File: src/rtl/irq_pkg.sv
// Shared register map and encodings for the interrupt controller.
package irq_pkg;

  localparam logic [1:0] REG_PEND = 2'd0;
  localparam logic [1:0] REG_MASK = 2'd1;
  localparam logic [1:0] REG_MODE = 2'd2;
  localparam logic [1:0] REG_ID   = 2'd3;

  localparam logic MODE_EDGE  = 1'b1;
  localparam logic MODE_LEVEL = 1'b0;

  localparam int unsigned ID_VALID_BIT = 31;
  localparam int unsigned ID_IDX_W     = 5;

endpackage

File: src/rtl/irq_prio_enc.sv
// Lowest-index-wins priority encoder over NSRC request lines; purely combinational.
module irq_prio_enc
  import irq_pkg::*;
#(
  parameter int unsigned NSRC = 6
) (
  input  logic [NSRC-1:0]     req,
  output logic                valid,
  output logic [ID_IDX_W-1:0] index
);

  always_comb begin
    valid = |req;
    index = '0;
    // Scan downwards so the lowest set index is the last one written.
    for (int i = int'(NSRC) - 1; i >= 0; i--) begin
      if (req[i]) index = ID_IDX_W'(i);
    end
  end

endmodule

File: src/rtl/irq_ctrl.sv
// Programmable interrupt controller: per-source edge/level latching, masking, priority ID.
// Define IRQ_CTRL_SYNC_EN to add a 2-flop synchronizer on every source line.
module irq_ctrl
  import irq_pkg::*;
#(
  parameter int unsigned     NSRC     = 6,
  parameter logic [NSRC-1:0] MODE_RST = {NSRC{1'b1}}
) (
  input  logic            clk,
  input  logic            reset,
  input  logic [NSRC-1:0] src,
  input  logic            sel,
  input  logic            we,
  input  logic [1:0]      addr,
  input  logic [31:0]     wdata,
  output logic [31:0]     rdata,
  output logic [NSRC-1:0] hw_int,
  output logic            irq_any
);

  logic [NSRC-1:0] src_in;
  logic [NSRC-1:0] src_r_q, src_p_q;
  logic [NSRC-1:0] pend_q, pend_d;
  logic [NSRC-1:0] mask_q, mode_q;
  logic [NSRC-1:0] w1c, rise;
  logic            wr;
  logic            id_valid;
  logic [ID_IDX_W-1:0] id_index;
  logic            unused_wdata;

`ifdef IRQ_CTRL_SYNC_EN
  logic [NSRC-1:0] sync1_q, sync2_q;

  always_ff @(posedge clk or negedge reset) begin
    if (!reset) begin
      sync1_q <= '0;
      sync2_q <= '0;
    end else begin
      sync1_q <= src;
      sync2_q <= sync1_q;
    end
  end

  assign src_in = sync2_q;
`else
  assign src_in = src;
`endif

  assign wr           = sel & we;
  assign w1c          = (wr && addr == REG_PEND) ? wdata[NSRC-1:0] : '0;
  assign rise         = src_r_q & ~src_p_q;
  assign unused_wdata = ^wdata[31:NSRC];

  always_comb begin
    pend_d = pend_q;
    for (int i = 0; i < int'(NSRC); i++) begin
      unique case (mode_q[i])
        // Set after clear so a rise in the same cycle as W1C keeps the bit.
        MODE_EDGE:  pend_d[i] = (pend_q[i] & ~w1c[i]) | rise[i];
        MODE_LEVEL: pend_d[i] = src_r_q[i];
        default:    pend_d[i] = pend_q[i];
      endcase
    end
  end

  always_ff @(posedge clk or negedge reset) begin
    if (!reset) begin
      src_r_q <= '0;
      src_p_q <= '0;
      pend_q  <= '0;
      mask_q  <= '0;
      mode_q  <= MODE_RST;
    end else begin
      src_r_q <= src_in;
      src_p_q <= src_r_q;
      pend_q  <= pend_d;
      if (wr && addr == REG_MASK) mask_q <= wdata[NSRC-1:0];
      if (wr && addr == REG_MODE) mode_q <= wdata[NSRC-1:0];
    end
  end

  assign hw_int  = pend_q & mask_q;
  assign irq_any = |hw_int;

  irq_prio_enc #(
    .NSRC (NSRC)
  ) u_prio_enc (
    .req   (hw_int),
    .valid (id_valid),
    .index (id_index)
  );

  always_comb begin
    rdata = '0;
    unique case (addr)
      REG_PEND: rdata[NSRC-1:0] = pend_q;
      REG_MASK: rdata[NSRC-1:0] = mask_q;
      REG_MODE: rdata[NSRC-1:0] = mode_q;
      REG_ID: begin
        rdata[ID_VALID_BIT]   = id_valid;
        rdata[ID_IDX_W-1:0]   = id_index;
      end
      default: rdata = '0;
    endcase
  end

endmodule

File: config.mk
export PLATFORM = sky130hd
export DESIGN_NAME = irq_ctrl
export DESIGN_NICKNAME = d
export VERILOG_FILES = /design/src/rtl/irq_pkg.sv /design/src/rtl/irq_prio_enc.sv /design/src/rtl/irq_ctrl.sv
export SDC_FILE = /design/constraint.sdc
export NUM_CORES = 1
export LEC_CHECK = 0
export CORE_ASPECT_RATIO = 1.25
export CORE_MARGIN = 2
export CORE_UTILIZATION = 40
export DETAILED_ROUTE_END_ITERATION = 8
export PLACE_DENSITY = 0.9
export SLEW_MARGIN = 40
export SYNTH_ARGS = -nofsm -noshare
export SYNTH_HDL_FRONTEND = slang
export SYNTH_HIERARCHICAL = 1
export SYNTH_SLANG_ARGS = --single-unit
File: constraint.sdc
create_clock -name clk -period 2.8 [get_ports clk]
set_input_delay 0.7 -clock clk [delete_from_list [all_inputs] [get_ports clk]]
set_output_delay 0.7 -clock clk [all_outputs]
set_load 0.01 [all_outputs]
## After elaboration in Yosys (flattened, before gate mapping)

Cells that the tools add are included.

- Register bits: 30
- Word-level logic and storage cells: 57

- Equal/unequal tests: 3
- Muxes and demuxes: 16
- Bitwise operators: 28
- Reductions and logical operators: 5

Operators by type and width:

| cell | count |
|---|---|
| case mux 5 bit (4 select lines) | 1 |
| 2-to-1 mux 3 bit | 6 |
| bitwise AND 6 bit | 2 |
| NOT 1 bit | 12 |
| case mux 1 bit (2 select lines) | 6 |
| bitwise AND 1 bit | 7 |
| 2-to-1 mux 6 bit | 1 |
| NOT 6 bit | 1 |
| bitwise OR 1 bit | 6 |
| OR reduction 6 bit | 1 |
| equality test 2 bit (second input constant) | 2 |
| logical AND 1 bit | 3 |
| case mux 1 bit (3 select lines) | 1 |
| equality test 2 x 1 -> 1 bit (second input constant) | 1 |
| logical NOT 2 bit | 1 |
| 2-to-1 mux 1 bit | 1 |

## Longest topological paths before layout

- Word-level depth: 8
- Gate-level depth with buffers: 4
- Gate-level depth less buffers: 4

## Hierarchy

Netlist, hierarchy kept.

Modules (own cells, without submodules):

| module | times used | cells an instance | area each (um^2) |
|---|---|---|---|
| irq_ctrl | 1 | 115 | 1549.0 |
| irq_prio_enc | 1 | 13 | 71.3 |

## Worst setup path after synthesis

No wires, ideal clock.

- Path type: reg2out
- Start: reg pend_q[0]
- End: out rdata[31]
- Data arrival time: 1.634 ns
- Data required time: 2.100 ns
- Path slack: 0.466 ns
- Stages on the path, launching flop included: 5
- Cell sequence: dfrtp_1 and2_1 or4_1 or3_1 and3_1

- Cells in the longest elaborated chain, start to end: 3

RTL lines:

| item | line | RTL |
|---|---|---|
| from (decl) | irq_ctrl.sv:23 | `logic [NSRC-1:0] pend_q, pend_d;` |
| from (signal assigned) | irq_ctrl.sv:76 | `pend_q <= pend_d;` |
| bitwise AND 6 bit | irq_ctrl.sv:82 | `assign hw_int = pend_q & mask_q;` |
| net hw_int[0] | irq_ctrl.sv:17 | `output logic [NSRC-1:0] hw_int,` |
| OR reduction 6 bit | irq_prio_enc.sv:13 | `valid = \|req;` |
| net id_valid | irq_ctrl.sv:27 | `logic id_valid;` |
| 2-to-1 mux 1 bit | irq_ctrl.sv:95 | `unique case (addr)` |
| to (decl) | irq_ctrl.sv:16 | `output logic [31:0] rdata,` |

The timed path passes the listed nets, and every way through them passes these cells.

## Worst setup path in the final report

- Start: reg pend_q[1]
- End: out rdata[31]

- Cells in the longest elaborated chain, start to end: 3

RTL lines:

| item | line |
|---|---|
| bitwise AND 6 bit | irq_ctrl.sv:82 |
| OR reduction 6 bit | irq_prio_enc.sv:13 |
| net id_valid | irq_ctrl.sv:27 |
| 2-to-1 mux 1 bit | irq_ctrl.sv:95 |

The timed path passes the listed nets, and every way through them passes these cells.

==> results.md <==
* Row cnt at 25
* First-pass GRT wire length at 5.40 mm
* Power density over the cells at 674 nW/µm²
* Antenna-violating nets left at 0
* Most common cell after layout, fill and taps aside: conb_1
* P_sw at 402 µW
* Synthesized area per cell at 12.7 µm²
* Crit path launch: pend_q[1]
* Leakage at between 0.9 and 1 nW
* HPWL after detailed placement at about 2.4 mm
* Crit. path cell count at 5
* Worst hold path startpoint: src_r_q[1]
* Yosys reg bits at 30
* Achievable Freq at ~370 MHz
* Die Footprint at 4580 µm²
* IO Pins at 83
* DR vias at 1096
* Initial DRC Count at 12
* Status: finished, final reports clean
* Starting density of the core at between 40% and 50%
* Logic pwr share at between 30% and 40%
* Layout Cells excl Fill at 230
* Final hold violation count at 0
* Routability cong. at 0.754
* H-tree depth at 2
* Distinct cells, synth at 28
* Port buffer count at 31
* Core area at 3850 µm²
* Vias in the first global route at 1158
* Clock Path Buffers at 2
* Drt pass-1 iters at 4
* Crit path cell chain: and2_1 > or4_1 > or3_1 > and3_1 > clkbuf_2
* Critical path arrival at slightly below 2 ns
* Worst VDD drop at 0.000403 V
* Detailed Route WL at 3.25 mm
* Largest net degree at the start of global routing at 31
* Crit-path slowest cell: or4_1
* Synth Warn # at 6
* Worst skew pair latency at around 0.28 ns
* Post-Synthesis Cells at 128
* Die Ht at 75.2 µm
* Async set or reset register ratio after synthesis at 100%
* Switch share at 28.2%
* Mapped Area at 1620 µm²
* Hold Path Depth at 0
* Clk root buf: clkbuf_8
* Unrepaired setup endpoints after global routing: false
* Crit end category: primary output
* Max Slew Vio Count at 0
* Internal at 1.02 mW
* Antenna diode count at 0
* Hold WC Path Type: register to register
* CTS tree: done
* Post-synth EDFFs at 0
* Power share of the clock group at 28.3%
* CP bufs+invs at 1
* Worst Clk Skew at 0.00276 ns
* Tcrit/Tclk final at a little over nine tenths
* Total GRT Usage at 16.7%
* Initial antenna violation count at 0
* DRC at 0
* Area grow syn2layout at 30.7%
* Sequential fraction of the synthesis area at 46.8%
* Fin crit period at between 2 and 3 ns
* Setup TNS after final layout at 0 ns
* CP max FO at 2
* TritonCTS buffer count at 5
* Commonest cells after routing, fill and taps aside: conb_1 (27), dfrtp_1 (24), clkdlybuf4s50_1 (23), mux2_2 (12), buf_4 (10)
* R2R depth at 2
* Crit Path Class: register to primary output
* Synth Flop Type: dfrtp_1
* Delay-heaviest family, CP: simple AND/OR/NAND/NOR gates
* Worst-path clk slew at 0.06 ns
* CTS sink cnt at 30
* Placed insts at 218
* Max stage delay on crit path at 0.52 ns
* Final setup viols at 0
* Max-cap viol count at 0
* Fraction of layout cells with a size suffix above 1 at between 30% and 40%
* Vias per inst at 4.77
* Critical path startpoint category: register
* Layout Nets at 219
* CP Data Required Time at around 2.1 ns
* Hold buffers post-CTS at 0
* Worst flop-to-flop path startpoint: mode_q[4]
* Chip width at between 60 and 70 µm
* Reg power frac at 40.4%
* Total congestion overflow at 0
* WL/cell at 14.1 µm
power by group through the flow:
stage	registers, mW	clock network, mW	logic, mW
final	0.576	0.404	0.447
after global routing	0.588	0.433	0.486
after CTS	0.575	0.415	0.449
after detailed placement	0.584	0	0.446
after global placement	0.576	0	0.430
after floorplan	0.569	0	0.262
synthesized netlist by cell type, types with 4 or more instances:
cell type,number,area share (%)
nor2_1,4,0.93
buf_4,28,13
dfstp_2,6,9.7
nand2_1,6,1.4
mux4_2,4,5.6
mux2_2,12,8.3
o211ai_1,6,2.8
and2_1,5,1.9
a21bo_2,6,3.7
nand3b_1,7,3.2
dfrtp_1,24,37
path summary, 6_finish.rpt:
check / slack (ns) / end
min in group asynchronous: 0.81 / pend_q[3]
setup reg to reg: 1.90 / pend_q[4]
hold reg to reg: 0.36 / src_p_q[1]
max in group asynchronous: 1.67 / mode_q[5]
hold / removal: 0.36 / src_p_q[1]
setup / recovery: 0.11 / rdata[31]
kinds of logic after synthesis:
group                  after synthesis  synth area share [%]
AOI/OAI and AO/OA                   16                  8.42
buffers and inverters               30                  13.9
DFF                                 30                  46.8
muxes                               18                  16.1
other                                2                 0.463
and+or+nand+nor                     32                  14.3
layer usage:
layer | part of all wire, % | track usage (%)
met5 | 0 | 0
met4 | 1.3 | 6.28
met3 | 6.0 | 4.47
met2 | 53 | 27.7
met1 | 40 | 20.8
flip-flops by register name, summed over array words and instances (netlist names):
register	flops
mask_q	6
mode_q	6
pend_q	6
src_p_q	6
src_r_q	6
what timing repair did:
item	CTS	global route
buffers inserted	3	0
endpoints found under the setup margin	7	1
hold endpoints to repair	0	0
gates resized for setup	15	1
pin swaps	0	0
gates cloned	1	0
per-stage QoR:
step           area, µm²  util (%)  total power, mW  worst slack [ns]  hold slack, ns
2_1_floorplan       1710         -            0.831             0.466           0.345
3_3_place_gp        1960      51.0             1.01            -0.324           0.352
3_5_place_dp        1960      51.0             1.03            -0.315           0.353
4_1_cts             2120      55.2             1.44           0.00133           0.362
5_1_grt             2120      55.0             1.51            0.0153           0.379
6_report            2120      55.0             1.43             0.114           0.362
area by class of cell:
cell class	count	area, µm²
inverters	1	3.75
flip-flops and latches	30	758
clock buffers	8	110
multi-input cells	93	727
fillers	347	1730
repair buffers	44	450
well taps	54	67.6
worst register-to-register path: stages, from the launching register on:
cell and delay [ns]:
dfstp_2 0.56, a21bo_2 0.13, o211ai_1 0.08
No activity file was read; power rests on OpenSTA's default activity.
